[src/rtl/decode_scoreboard.sv]
`default_nettype none
// ============================================================================
// Module      : decode_scoreboard
// Description : Decode-stage register scoreboard. Tracks pending register
//               writes, detects RAW / WAW / structural hazards, and drives
//               issue, stall and bubble controls with a RUN/STALL/FLUSH FSM.
// Revision    : 1.0 - initial release
// ============================================================================
module decode_scoreboard #(
    parameter int WB_BYPASS    = 1,
    parameter int MAX_INFLIGHT = 3
) (
    input  logic        clk,
    input  logic        rst,
    input  logic        i_valid,
    input  logic [4:0]  i_rs1_addr,
    input  logic [4:0]  i_rs2_addr,
    input  logic        i_rs1_used,
    input  logic        i_rs2_used,
    input  logic [4:0]  i_rd_addr,
    input  logic        i_rd_wen,
    input  logic        i_wb_valid,
    input  logic [4:0]  i_wb_addr,
    input  logic        i_flush,
    output logic        o_issue,
    output logic        o_stall,
    output logic        o_bubble,
    output logic [31:0] o_pending,
    output logic [3:0]  o_inflight,
    output logic [15:0] o_stall_count
);

    localparam logic [3:0] C_MAX_INFLIGHT = 4'(MAX_INFLIGHT);
    localparam logic       C_BYPASS       = (WB_BYPASS != 0);

    typedef enum logic [1:0] {
        ST_RUN   = 2'd0,
        ST_STALL = 2'd1,
        ST_FLUSH = 2'd2
    } state_t;

    state_t      r_state;
    state_t      w_state_nxt;
    logic [31:0] r_pending;
    logic [31:0] w_pending_nxt;
    logic [3:0]  r_inflight;
    logic [3:0]  w_inflight_nxt;
    logic [15:0] r_stall_count;

    logic w_wb_clr;
    logic w_raw1;
    logic w_raw2;
    logic w_waw;
    logic w_struct;
    logic w_hazard;
    logic w_set;

    // A writeback only retires something if it targets a pending, nonzero register
    assign w_wb_clr = i_wb_valid & (i_wb_addr != 5'd0) & r_pending[i_wb_addr];

    // A hazard on a register vanishes when bypass is enabled and that register is written back now
    assign w_raw1 = i_rs1_used & (i_rs1_addr != 5'd0) & r_pending[i_rs1_addr]
                  & ~(C_BYPASS & i_wb_valid & (i_wb_addr == i_rs1_addr));
    assign w_raw2 = i_rs2_used & (i_rs2_addr != 5'd0) & r_pending[i_rs2_addr]
                  & ~(C_BYPASS & i_wb_valid & (i_wb_addr == i_rs2_addr));
    assign w_waw  = i_rd_wen & (i_rd_addr != 5'd0) & r_pending[i_rd_addr]
                  & ~(C_BYPASS & i_wb_valid & (i_wb_addr == i_rd_addr));
    // A retiring write frees a tracking slot in the same cycle
    assign w_struct = i_rd_wen & (i_rd_addr != 5'd0)
                    & (r_inflight == C_MAX_INFLIGHT) & ~w_wb_clr;

    // Decode-side fields are meaningless without i_valid
    assign w_hazard = i_valid & (w_raw1 | w_raw2 | w_waw | w_struct);

    assign o_issue  = i_valid & ~w_hazard & ~i_flush & (r_state != ST_FLUSH);
    assign o_stall  = i_valid &  w_hazard & ~i_flush & (r_state != ST_FLUSH);
    assign o_bubble = ~o_issue;

    assign w_set = o_issue & i_rd_wen & (i_rd_addr != 5'd0);

    assign o_pending     = r_pending;
    assign o_inflight    = r_inflight;
    assign o_stall_count = r_stall_count;

    // Next-state logic: flush dominates, FLUSH lasts one cycle
    always_comb begin
        w_state_nxt = r_state;
        if (i_flush) begin
            w_state_nxt = ST_FLUSH;
        end else begin
            case (r_state)
                ST_RUN:   if (o_stall)  w_state_nxt = ST_STALL;
                ST_STALL: if (!o_stall) w_state_nxt = ST_RUN;
                ST_FLUSH: w_state_nxt = ST_RUN;
                default:  w_state_nxt = ST_RUN;
            endcase
        end
    end

    // Pending bitmap and in-flight count; set is applied last so it wins
    always_comb begin
        w_pending_nxt  = r_pending;
        w_inflight_nxt = r_inflight;
        if (w_wb_clr) w_pending_nxt[i_wb_addr] = 1'b0;
        if (w_set)    w_pending_nxt[i_rd_addr] = 1'b1;
        w_pending_nxt[0] = 1'b0;
        case ({w_set, w_wb_clr})
            2'b10:   w_inflight_nxt = r_inflight + 4'd1;
            2'b01:   w_inflight_nxt = r_inflight - 4'd1;
            default: w_inflight_nxt = r_inflight;
        endcase
    end

    // State, scoreboard and saturating stall counter registers
    always_ff @(posedge clk or posedge rst) begin
        if (rst) begin
            r_state       <= ST_RUN;
            r_pending     <= 32'd0;
            r_inflight    <= 4'd0;
            r_stall_count <= 16'd0;
        end else begin
            r_state    <= w_state_nxt;
            r_pending  <= w_pending_nxt;
            r_inflight <= w_inflight_nxt;
            if (o_stall && (r_stall_count != 16'hFFFF))
                r_stall_count <= r_stall_count + 16'd1;
        end
    end

endmodule
`default_nettype wire

[config.mk]
export PLATFORM = sky130hd
export DESIGN_NAME = decode_scoreboard
export DESIGN_NICKNAME = d
export VERILOG_FILES = /design/src/rtl/decode_scoreboard.sv
export SDC_FILE = /design/constraint.sdc
export NUM_CORES = 1
export LEC_CHECK = 0
export BUFFER_PORTS_ARGS = -buffer_cell sky130_fd_sc_hd__buf_2
export CAP_MARGIN = 10
export CORE_MARGIN = 3
export CORE_UTILIZATION = 30
export DETAILED_ROUTE_END_ITERATION = 12
export PLACE_DENSITY_LB_ADDON = 0.15
export SLEW_MARGIN = 40
export SYNTH_ARGS = -nofsm -noshare
export SYNTH_HDL_FRONTEND = slang
export SYNTH_SLANG_ARGS = --single-unit
[constraint.sdc]
create_clock -name clk -period 5.12 [get_ports clk]
set_input_delay 1.28 -clock clk [delete_from_list [all_inputs] [get_ports clk]]
set_output_delay 1.28 -clock clk [all_outputs]
set_load 0.02 [all_outputs]
### Word level (Yosys, flattened, before mapping)

Cells that the tools add are included.

| operators by class | value |
|---|---|
| equal/unequal tests | 11 |
| shift operators | 0 |
| $mul | 0 |
| add/sub/neg operators | 3 |
| div/mod/pow operators | 0 |
| bitwise logic cells | 38 |
| reductions and logical operators | 10 |
| mux-type cells | 19 |
| order comparisons | 6 |

Operators by type and width:

| operator | number |
|---|---|
| 32-bit two-way mux | 2 |
| 32-bit AND | 1 |
| 32-bit NOT | 1 |
| 32-bit OR | 1 |
| 1-bit AND | 25 |
| 5-bit by 6-bit less-than comparator with 1-bit output (second input constant) | 4 |
| 1-bit binary-select mux with 5-bit select | 4 |
| 5-bit nonzero test | 4 |
| 16-bit by 1-bit adder with 16-bit output (second input constant) | 1 |
| 16-bit inequality test (second input constant) | 1 |
| 5-bit equality test | 3 |
| 1-bit demux with 5-bit select | 2 |
| 5-bit by 1-bit greater-or-equal comparator with 1-bit output (second input constant) | 2 |
| 4-bit case mux with 2 select lines | 1 |
| 1-bit NOT | 7 |
| 1-bit two-way mux | 6 |
| 2-bit two-way mux | 3 |
| 3-bit inequality test (second input constant) | 2 |
| 4-bit by 1-bit adder with 4-bit output (second input constant) | 1 |
| 2-bit by 1-bit equality test with 1-bit output (second input constant) | 2 |
| 4-bit by 2-bit equality test with 1-bit output (second input constant) | 1 |
| 2-bit case mux with 2 select lines | 1 |
| 4-bit by 1-bit subtractor with 4-bit output (second input constant) | 1 |
| 1-bit logical AND | 3 |
| 6 further kinds | 8 |

| storage, ports and cells | value |
|---|---|
| output and inout port bits | 55 |
| bits in writable memories | 0 |
| memories | 0 |
| flip-flop bits (word level) | 53 |
| ROM bits | 0 |
| latch bits | 0 |

### Longest topological paths before layout

Gate-level depths: netlist (run 1).

| depth | value |
|---|---|
| word-level depth | 16 |
| mapped depth | 15 |
| mapped depth without buffers | 13 |

### Worst setup path after synthesis (run 1)

OpenSTA, ideal clock, no wires.

| path | value |
|---|---|
| path kind | input -> output |
| start point | input i_rs1_addr[0] |
| end point | output o_bubble |
| stages | 10 |
| buffers on the path | 2 |
| arrival | 3.333 ns |
| slack | 0.507 ns |
| path through | buf_6 > mux4_1 > nand3b_1 > a41oi_1 > a31o_1 > o2bb2ai_2 > a21o_2 > buf_2 > nor2b_1 > inv_1 |

| on the way | value |
|---|---|
| longest elaborated chain between the ends | 13 |
| elaborated cells between the ends (all ways) | 18 |
| those cells by class | eq/ne: 1; mux: 2; bitwise: 14; reduce/logical: 1 |

RTL lines:

| item | RTL line | source |
|---|---|---|
| start: declaration | 16 | `input logic [4:0] i_rs1_addr,` |
| 1-bit binary-select mux with 5-bit select (tied with other cells) | 62 | `assign w_raw1 = i_rs1_used & (i_rs1_addr != 5'd0) & r_pending[i_rs1_addr]` |
| 1-bit two-way mux (not written as such) (tied with other cells) | 62 |  |
| 1-bit AND / 1-bit NOT (equally long branches) | 62, 63 |  |
| 1-bit AND (*) | 63 | `& ~(C_BYPASS & i_wb_valid & (i_wb_addr == i_rs1_addr));` |
| 1-bit OR (*) (3 in a row) | 73 | `assign w_hazard = i_valid & (w_raw1 \| w_raw2 \| w_waw \| w_struct);` |
| 1-bit AND (*) | 73 |  |
| 1-bit NOT (*) | 75 | `assign o_issue = i_valid & ~w_hazard & ~i_flush & (r_state != ST_FLUSH);` |
| 1-bit AND (*) (3 in a row) | 75 |  |
| named net o_issue | 25 | `output logic o_issue,` |
| 1-bit NOT (*) | 77 | `assign o_bubble = ~o_issue;` |
| end: declaration | 27 | `output logic o_bubble,` |

The timed path passes the listed nets; every way through them passes the cells marked *. The select of a mux whose other input is x is not followed.

### Worst setup path in the final report (run 1)

| path | value |
|---|---|
| start point | input i_wb_addr[0] |
| end point | output o_stall |

| on the way | value |
|---|---|
| longest elaborated chain between the ends | 11 |
| elaborated cells between the ends (all ways) | 26 |
| those cells by class | eq/ne: 3; mux: 2; bitwise: 20; reduce/logical: 1 |

RTL lines:

| item | RTL line | source |
|---|---|---|
| start: declaration | 23 | `input logic [4:0] i_wb_addr,` |
| parallel branches: the longest is 6 deep, another holds 1-bit binary-select mux with 5-bit select | -- |  |
| 1-bit OR (*) | 73 |  |
| 1-bit AND (*) | 73 |  |
| 1-bit AND (*) (3 in a row) | 76 | `assign o_stall = i_valid & w_hazard & ~i_flush & (r_state != ST_FLUSH);` |
| end: declaration | 26 | `output logic o_stall,` |

Mark *: on every way between the ends. The select of a mux whose other input is x is not followed.

==> qor.txt, run 1 <==
First DRT Iteration DRCs - 234
area share of the largest cell type after synthesis - 0.3338
Root Driver - clkbuf_16
power per cell area - 292.0 nW/um^2
post-synth cell types - 62
DRC Markers - 0
grt ovf - 0
share of cells above drive strength 1 - 0.3235
final setup margin - 375.8 ps
mux contribution to synthesized area - 0.2015
Clock Latency Late Sink - 300 ps
Max Transition Viols Final - 0
TritonCTS Sinks - 53
GPL Wtd Cong - 0.8279
RSZ-0062 raised after global routing - false
Post-DP HPWL - 8961 um
CP top delay family - compound AO/OA/AOI/OAI gates
H-tree levels - 2
routed vias - 3261
area delta synth->final - 14.96%
Synth Net Count - 411
largest cells by area after synthesis - dfrtp_1 (33%), mux4_2 (11%), mux2i_1 (5.8%), xnor2_1 (4.6%), o21ai_0 (4.4%)
status - finished clean
Max Freq - 0.2108 GHz
Slew HR - 0.5322
fin crit period - 4744 ps
die area - 14660 um^2
fraction of the mapped netlist area in compound gates - 0.1540
CTS tree - built
type of the worst setup path - in -> out
Nets - 471
Resize count post-CTS - 0
routed wire length - 12360 um
Adder-Cell Fraction of Synth Area - 0.01763
Critical Path Start Type - input pin
dominant cell type by area after synthesis - dfrtp_1
static leakage - 2.054 nW
count leader, synth - dfrtp_1
XOR/XNOR Fraction of Synth Area - 0.06832
vias in the first global route - 3409
CP max FO - 17
postcts setup bufs - 0
main combinational cell family by area after synthesis - multiplexers
final period utilization - 0.9266
sequential area share after synthesis - 0.3338
cell mode on critical path - buf_2
dpl ws - 379.3 ps
worst slew pin tran - 701.7 ps
core area - 12770 um^2
largest net degree at the start of global routing - 54
first-pass GRT wire length - 19720 um
post-route ant nets - 0
WL/cell - 20.19 um
Post-Synth Simple-Gate Area - 0.1593
Worst Skew - 5.517 ps
Seq cells post-synth - 53
critical path endpoint category - output port
Fin. Hold Viols - 0
Total GRT Usage - 0.1726
clock tree buffer depth - 2
Syn. warnings - 0
CP Cell Sequence - buf_2 -> mux4_2 -> nand3_1 -> nand4_1 -> a211oi_2 -> a22o_2 -> a21o_2 -> and2_1 -> buf_2
vias per cell - 5.328
Peak VDD IR - 0.1724 mV
Syn Area/Cell - 10.51 um^2
CTS Hold Buffers Added - 0
Post-synth ARST share - 1.000
I/O Buffers - 81
clock slew seen by the registers of the worst setup and hold paths - 70 ps
max cap viols - 0
setup TNS - 0 ps
Num CTS Buffers - 5
Ports - 83
die outline height - 121.1 um
Initial DRT Pass Iterations - 4
initial core utilization - 0.3111
Mapped Area - 3974 um^2
HP Class - reg -> reg
WP buf/inv - 2
Die Width - 121.1 um
slowest cell on the critical path - mux4_2
top cells by count, synth - dfrtp_1 (53), o21ai_0 (35), mux2i_1 (23)
antenna violations before repair - 0
WP data arrival - 3460 ps
CP peak stage delay - 560 ps
num rows - 41
ys flop type - dfrtp_1
Cells after Synth - 378
Post-synth EDFFs - 0
CP required - 3840 ps
# setup viols final - 0
-- where the power goes --
part           leakage (nW)  switching (mW)  internal [mW]  total (mW)
sequential            0.720          0.0784          0.468       0.547
combinational          1.25           0.232          0.165       0.397
clock                0.0811           0.158          0.232       0.390
-- flip-flops by register name, indices dropped and copies added, names as in the netlist --
signal         cells
r_state            2
o_inflight         4
o_stall_count     16
o_pending         31
-- per-stage QoR --
stage	cell area [um^2]	utilization	power (mW)	hold slack, ps	cells
2_1_floorplan	3974	-	0.8191	547.1	378
3_3_place_gp	4398	0.3443	0.9502	474.9	603
3_5_place_dp	4398	0.3443	0.9542	479.9	603
4_1_cts	4566	0.3574	1.351	495.3	611
5_1_grt	4566	0.3574	1.412	517.2	611
6_report	4568	0.3576	1.334	487.0	612
-- kinds of logic (layout without fill, tap and decap cells) --
logic type | Yosys count | after routing
other cells | 1 | 2
xor+xnor | 31 | 31
flops | 53 | 53
compound gates | 93 | 93
fa+ha+maj | 5 | 5
mux | 50 | 50
buf+inv | 42 | 103
simple gates | 103 | 103
-- metal layers --
| layer | up-vias | share of wire | track usage |
|---|---|---|---|
| li1 | 1532 | - | - |
| met1 | 1605 | 0.46 | 0.2465 |
| met2 | 108 | 0.47 | 0.2695 |
| met3 | 16 | 0.059 | 0.02564 |
| met4 | 0 | 0.017 | 0.05453 |
| met5 | - | 0 | 0 |
-- layout by cell type, fill, tap and decap left out, types with 8 or more instances in the layout --
cell,instances
buf_2,81
dfrtp_1,53
o21ai_0,35
mux2i_1,23
xnor2_1,21
mux4_2,20
o21ai_2,17
nand3_1,15
nand2_1,14
o21ai_1,14
nand4_1,11
and3_1,11
inv_1,10
xor2_1,10
nand2b_1,8
-- path summary, 6_finish.rpt --
check	start	end	slack [ps]	cells past startpoint
max	i_wb_addr[0]	o_stall	380	9
min	o_stall_count[7]	o_stall_count[7]	490	1
max reg2reg	o_pending[20]	o_inflight[3]	1730	13
min reg2reg	o_stall_count[7]	o_stall_count[7]	490	1
max in group asynchronous	rst	o_pending[4]	3480	3
min in group asynchronous	rst	o_stall_count[5]	1160	3
-- final cells by class --
type / count / area, um^2
Fill cell: 1286 / 8205
Multi-Input combinational cell: 283 / 2391
Tap cell: 172 / 215.2
Antenna cell: 1 / 2.502
Inverter: 12 / 45.04
Timing Repair Buffer: 83 / 420.4
Clock inverter: 2 / 38.79
Sequential cell: 53 / 1326
Clock buffer: 6 / 128.9
(Power assumes the default switching activity.)
==> inputs of run 2 (changes only) <==
--- a/config.mk
+++ b/config.mk
@@ -11,6 +11,7 @@
 export CORE_UTILIZATION = 30
 export DETAILED_ROUTE_END_ITERATION = 12
 export PLACE_DENSITY_LB_ADDON = 0.15
+export REMOVE_ABC_BUFFERS = 1
 export SLEW_MARGIN = 40
 export SYNTH_ARGS = -nofsm -noshare
 export SYNTH_HDL_FRONTEND = slang
==> run 2 against run 1 <==
  * Non-clock buffer count rose by 1
  * Worst setup slack lost 22 ps
  * Register-to-register slack barely moved
  * Largest power group unchanged
  * Highest routed layer is now met5
==> qor.txt, run 2 (same netlist as run 1, synthesis figures left out) <==
Max Transition Viols Final - 0 (unchanged)
Post-DP HPWL - 8940 um (was 8961 um)
reg-to-reg endpoint - o_inflight[3] (unchanged)
H-tree levels - 2 (unchanged)
final setup margin - 353.8 ps (was 375.8 ps)
status - finished clean (unchanged)
Crit Reg-Reg Startpoint - o_pending[15] (was o_pending[20])
dpl ws - 364.3 ps (was 379.3 ps)
fillers - 1305 (was 1286)
largest net degree at the start of global routing - 54 (unchanged)
CTS Hold Buffers Added - 0 (unchanged)
area delta synth->final - 14.45% (was 14.96%)
grt ovf - 0 (unchanged)
Post-Route M1 WL - 5734 um (was 5652 um)
Resize count post-CTS - 0 (unchanged)
core area - 12770 um^2 (unchanged)
Worst Hold Path EP - o_stall_count[9] (was o_stall_count[7])
R2R setup slack - 1730 ps (about the same)
cell mode on critical path - buf_2 (unchanged)
Clock Latency Late Sink - 300 ps (about the same)
met3 wire len - 740 um (was 735 um)
routed wire length - 12460 um (was 12360 um)
Ports - 83 (unchanged)
CTS tree - built (unchanged)
Critical Path Start Type - input pin (unchanged)
Worst Skew - 7.733 ps (was 5.517 ps)
power per cell area - 283.1 nW/um^2 (was 292.0 nW/um^2)
Final Cell Area - 4548 um^2 (was 4568 um^2)
First DRT Iteration DRCs - 219 (was 234)
RSZ-0062 raised after global routing - false (unchanged)
Num CTS Buffers - 5 (unchanged)
hold path depth - 1 (unchanged)
setup TNS - 0 ps (unchanged)
clock tree buffer depth - 2 (unchanged)
CP required - 3840 ps (about the same)
commonest non-fill, non-tap cell in the layout - buf_2 (unchanged)
post-route ant nets - 0 (unchanged)
worst slew pin tran - 699.8 ps (was 701.7 ps)
die outline height - 121.1 um (unchanged)
DRC Markers - 0 (unchanged)
Initial DRT Pass Iterations - 4 (unchanged)
critical path endpoint category - output port (unchanged)
Slew HR - 0.5335 (was 0.5322)
CP max FO - 17 (unchanged)
CP Cell Sequence - buf_2 -> mux4_2 -> nand2b_1 -> nand4_1 -> a211oi_2 -> a22o_2 -> a21o_2 -> and2_1 -> buf_2 (was buf_2 -> mux4_2 -> nand3_1 -> nand4_1 -> a211oi_2 -> a22o_2 -> a21o_2 -> and2_1 -> buf_2)
vias in the first global route - 3422 (was 3409)
Max Freq - 0.2098 GHz (was 0.2108 GHz)
initial core utilization - 0.3111 (unchanged)
max cap viols - 0 (unchanged)
commonest non-fill, non-tap cells in the layout - buf_2 (81), dfrtp_1 (53), o21ai_0 (35) (unchanged)
Total GRT Usage - 0.1719 (was 0.1726)
antenna violations before repair - 1 (was 0)
hold path startpoint - o_stall_count[9] (was o_stall_count[7])
r2r worst-path depth - 13 (unchanged)
DP Area - 4405 um^2 (was 4398 um^2)
CP top delay family - compound AO/OA/AOI/OAI gates (unchanged)
slowest cell on the critical path - mux4_2 (unchanged)
clock slew seen by the registers of the worst setup and hold paths - 70 ps (about the same)
I/O Buffers - 81 (unchanged)
GPL Wtd Cong - 0.8649 (was 0.8279)
type of the worst setup path - in -> out (unchanged)
num rows - 41 (unchanged)
share of cells above drive strength 1 - 0.3250 (was 0.3235)
WP data arrival - 3490 ps (was 3460 ps)
# setup viols final - 0 (unchanged)
die area - 14660 um^2 (unchanged)
postcts setup bufs - 0 (unchanged)
HP Class - reg -> reg (unchanged)
WP buf/inv - 2 (unchanged)
final period utilization - 0.9309 (was 0.9266)
WL/cell - 20.36 um (was 20.19 um)
vias per cell - 5.482 (was 5.328)
met2 WL - 5784 um (was 5758 um)
Die Width - 121.1 um (unchanged)
Fin. Hold Viols - 0 (unchanged)
Root Driver - clkbuf_16 (unchanged)
Inserted Diodes - 0 (was 1)
fin crit period - 4766 ps (was 4744 ps)
static leakage - 2.049 nW (was 2.054 nW)
Top Layer Used - met5 (was met4)
Largest register FFs - 31 (unchanged)
first-pass GRT wire length - 19800 um (was 19720 um)
Peak VDD IR - 0.1557 mV (was 0.1724 mV)
TritonCTS Sinks - 53 (unchanged)
routed vias - 3355 (was 3261)
Nets - 472 (was 471)
CP peak stage delay - 560 ps (about the same)
-- run 2: cell types whose count changed in the layout (fill, tap and decap cells not counted), sizes merged --
cell	change
buf	+1
bufinv	-1
diode	-1
inv	+1
-- run 2: worst max path at each step --
stage	start	to	slack, ps	cells past startpoint
after floorplan	i_wb_addr[2]	o_bubble	680	8
after global placement	i_wb_addr[0]	o_stall	400	9
after detailed placement	i_wb_addr[0]	o_stall	360	9
after CTS	i_wb_addr[0]	o_stall	350	9
after global routing	i_wb_addr[0]	o_bubble	180	10
final	i_wb_addr[0]	o_stall	350	9
-- run 2: worst register-to-register path: stages, from the launching register on --
cell	delay (ps)
dfrtp_1	470
mux4_2	500
mux2i_1	240
nand2_1	80
a31o_1	220
o2bb2ai_2	160
or3_4	420
ha_1	230
ha_1	280
a21o_1	170
a21oi_1	160
xnor2_1	140
nor2_1	70
xor2_1	140
-- run 2: metrics by stage --
stage | power, mW | utilization | hold slack, ps | std cells
3_5_place_dp | 0.9556 | 0.3449 | 481.7 | 604
5_1_grt | 1.367 | 0.3561 | 528.0 | 612
6_report | 1.288 | 0.3561 | 490.2 | 612
4_1_cts | 1.305 | 0.3561 | 497.4 | 612
2_1_floorplan | 0.7870 | - | 547.1 | 348
3_3_place_gp | 0.9513 | 0.3449 | 475.6 | 604
-- run 2: routing by layer --
layer,track usage,vias to the layer above
li1,-,1536
met1,0.2444,1688
met2,0.2723,113
met3,0.02937,16
met4,0.04320,2
met5,0,-
-- run 2: layout make-up --
type | count | area (um^2) | share of cell area
clock buffer | 6 | 128.9 | 0.02834
clock inverter | 2 | 13.76 | 0.003026
inverter | 12 | 45.04 | 0.009904
multi-input combinational | 283 | 2391 | 0.5257
sequential | 53 | 1326 | 0.2916
tap | 172 | 215.2 | 0.04732
timing repair buffer | 84 | 427.9 | 0.09409
-- run 2: where the power goes --
part           internal [mW]  leakage, nW  switching [mW]
logic                  0.165         1.26           0.232
registers              0.468        0.720          0.0809
clock network          0.183       0.0712           0.158
==> inputs of run 3 (changes only) <==
--- a/config.mk
+++ b/config.mk
@@ -9,6 +9,7 @@
 export CAP_MARGIN = 10
 export CORE_MARGIN = 3
 export CORE_UTILIZATION = 30
+export CTS_BUF_LIST = sky130_fd_sc_hd__clkbuf_4 sky130_fd_sc_hd__clkbuf_8
 export DETAILED_ROUTE_END_ITERATION = 12
 export PLACE_DENSITY_LB_ADDON = 0.15
 export REMOVE_ABC_BUFFERS = 1
==> run 3 against run 2 <==
  * Worst hold slack better by 6.3 ps
  * Via count is essentially flat
  * Critical path depth did not move
  * Clock skew about the same
  * Clock power fell by 26%
  * Design area fell by 1.2%
  * Sequential power is essentially flat
  * Utilization is 0.41 points lower
  * Sequential share of layout area is 0.34 points higher
  * Critical endpoint unchanged
  * Largest power group unchanged
==> qor.txt, run 3 (same netlist as run 1, synthesis figures left out) <==
status - finished clean (unchanged)
cell mode on critical path - buf_2 (unchanged)
H-tree levels - 2 (unchanged)
Worst Skew - 7.292 ps (was 7.733 ps)
CP top delay family - compound AO/OA/AOI/OAI gates (unchanged)
CP max FO - 17 (unchanged)
slowest cell on the critical path - mux4_2 (unchanged)
Worst Hold Slack - 496.5 ps (was 490.2 ps)
max cap viols - 0 (unchanged)
post-route ant nets - 0 (unchanged)
Reg power frac - 0.458 (was 0.427)
Max Freq - 0.2105 GHz (was 0.2098 GHz)
commonest non-fill, non-tap cell in the layout - buf_2 (unchanged)
fillers - 1303 (was 1305)
RSZ-0062 raised after global routing - false (unchanged)
Switching Share - 0.3849 (was 0.3664)
DRC Markers - 0 (unchanged)
CP peak stage delay - 560 ps (about the same)
# setup viols final - 0 (unchanged)
WP buf/inv - 2 (unchanged)
critical path endpoint category - output port (unchanged)
num rows - 41 (unchanged)
Ports - 83 (unchanged)
Post-DP HPWL - 8940 um (unchanged)
Num CTS Buffers - 5 (unchanged)
Die Width - 121.1 um (unchanged)
Max Transition Viols Final - 0 (unchanged)
initial core utilization - 0.3111 (unchanged)
core area - 12770 um^2 (unchanged)
static leakage - 2.027 nW (was 2.049 nW)
Clock Latency Late Sink - 320 ps (was 300 ps)
HP Class - reg -> reg (unchanged)
Comb power frac - 0.332 (was 0.308)
vias per cell - 5.480 (was 5.482)
CTS Hold Buffers Added - 0 (unchanged)
antenna violations before repair - 1 (unchanged)
area delta synth->final - 13.13% (was 14.45%)
GPL Wtd Cong - 0.8649 (unchanged)
final period utilization - 0.9281 (was 0.9309)
die area - 14660 um^2 (unchanged)
Slew HR - 0.5309 (was 0.5335)
routed wire length - 12410 um (was 12460 um)
WP data arrival - 3470 ps (was 3490 ps)
Largest register FFs - 31 (unchanged)
first-pass GRT wire length - 19690 um (was 19800 um)
type of the worst setup path - in -> out (unchanged)
worst slew pin tran - 703.7 ps (was 699.8 ps)
Initial DRT Pass Iterations - 4 (unchanged)
setup TNS - 0 ps (unchanged)
largest net degree at the start of global routing - 54 (unchanged)
die outline height - 121.1 um (unchanged)
Resize count post-CTS - 0 (unchanged)
CTS tree - built (unchanged)
Peak VDD IR - 0.1508 mV (was 0.1557 mV)
Inserted Diodes - 0 (unchanged)
Net Switching - 0.4605 mW (was 0.4717 mW)
clock tree buffer depth - 2 (unchanged)
CP required - 3840 ps (about the same)
WL/cell - 20.28 um (was 20.36 um)
clock slew seen by the registers of the worst setup and hold paths - 100 ps (was 70 ps)
Fin. Hold Viols - 0 (unchanged)
CP Cell Sequence - buf_2 -> mux4_2 -> nand2b_1 -> nand4_1 -> a211oi_2 -> a22o_2 -> a21o_2 -> and2_1 -> buf_2 (unchanged)
Clk pwr share - 0.210 (was 0.265)
routed vias - 3354 (was 3355)
Nets - 472 (unchanged)
postcts setup bufs - 0 (unchanged)
First DRT Iteration DRCs - 216 (was 219)
share of cells above drive strength 1 - 0.3273 (was 0.3250)
TritonCTS Sinks - 53 (unchanged)
Total GRT Usage - 0.1716 (was 0.1719)
commonest non-fill, non-tap cells in the layout - buf_2 (81), dfrtp_1 (53), o21ai_0 (35) (unchanged)
grt ovf - 0 (unchanged)
vias in the first global route - 3398 (was 3422)
Critical Path Start Type - input pin (unchanged)
Root Driver - clkbuf_8 (was clkbuf_16)
Int Pwr - 0.7359 mW (was 0.8158 mW)
fin crit period - 4752 ps (was 4766 ps)
I/O Buffers - 81 (unchanged)
power per cell area - 266.1 nW/um^2 (was 283.1 nW/um^2)
run 3: changes by cell type in the layout (fill, tap and decap cells not counted):
| cell | delta |
|---|---|
| clkbuf_4 | +1 |
| clkbuf_8 | +5 |
| clkbuf_16 | -5 |
| clkbuf_1 | -1 |
run 3: path summary, 6_finish.rpt:
path / start / to / slack [ps] / cells past startpoint
worst max-delay path: i_wb_addr[0] / o_stall / 370 / 9
worst min-delay path: o_stall_count[9] / o_stall_count[9] / 500 / 1
worst max register to register: o_pending[13] / o_inflight[3] / 1710 / 13
worst min register to register: o_stall_count[9] / o_stall_count[9] / 500 / 1
max in group asynchronous: rst / o_pending[16] / 3510 / 3
min in group asynchronous: rst / o_pending[12] / 1140 / 3
run 3: cell type report:
class / count / area (um^2) / area share
clock buffers: 6 / 76.32 / 0.01698
inverters: 12 / 45.04 / 0.01002
repair buffers: 84 / 427.9 / 0.09519
multi-input cells: 283 / 2391 / 0.5319
clock inverters: 2 / 13.76 / 0.003062
well taps: 172 / 215.2 / 0.04787
flip-flops and latches: 53 / 1326 / 0.2950
run 3: power by group through the flow:
stage | registers [mW] | logic (mW) | clock network, mW
6_report | 0.548 | 0.397 | 0.251
3_3_place_gp | 0.555 | 0.397 | 0
3_5_place_dp | 0.554 | 0.401 | 0
5_1_grt | 0.556 | 0.439 | 0.281
2_1_floorplan | 0.587 | 0.200 | 0
4_1_cts | 0.547 | 0.402 | 0.266
run 3: routing by layer:
layer | up-vias | track usage | share of wire
li1 | 1537 | - | -
met1 | 1679 | 0.2442 | 0.45
met2 | 119 | 0.2702 | 0.47
met3 | 17 | 0.02890 | 0.065
met4 | 2 | 0.04603 | 0.015
met5 | - | 0 | 0.00056
run 3: metrics by stage:
stage / total power, mW / util / worst slack (ps) / cells / area (um^2)
2_1_floorplan: 0.7870 / - / 684.9 / 348 / 3762
3_3_place_gp: 0.9513 / 0.3449 / 402.6 / 604 / 4405
3_5_place_dp: 0.9556 / 0.3449 / 364.3 / 604 / 4405
4_1_cts: 1.215 / 0.3519 / 349.6 / 612 / 4496
5_1_grt: 1.276 / 0.3519 / 173.0 / 612 / 4496
6_report: 1.196 / 0.3519 / 368.3 / 612 / 4496
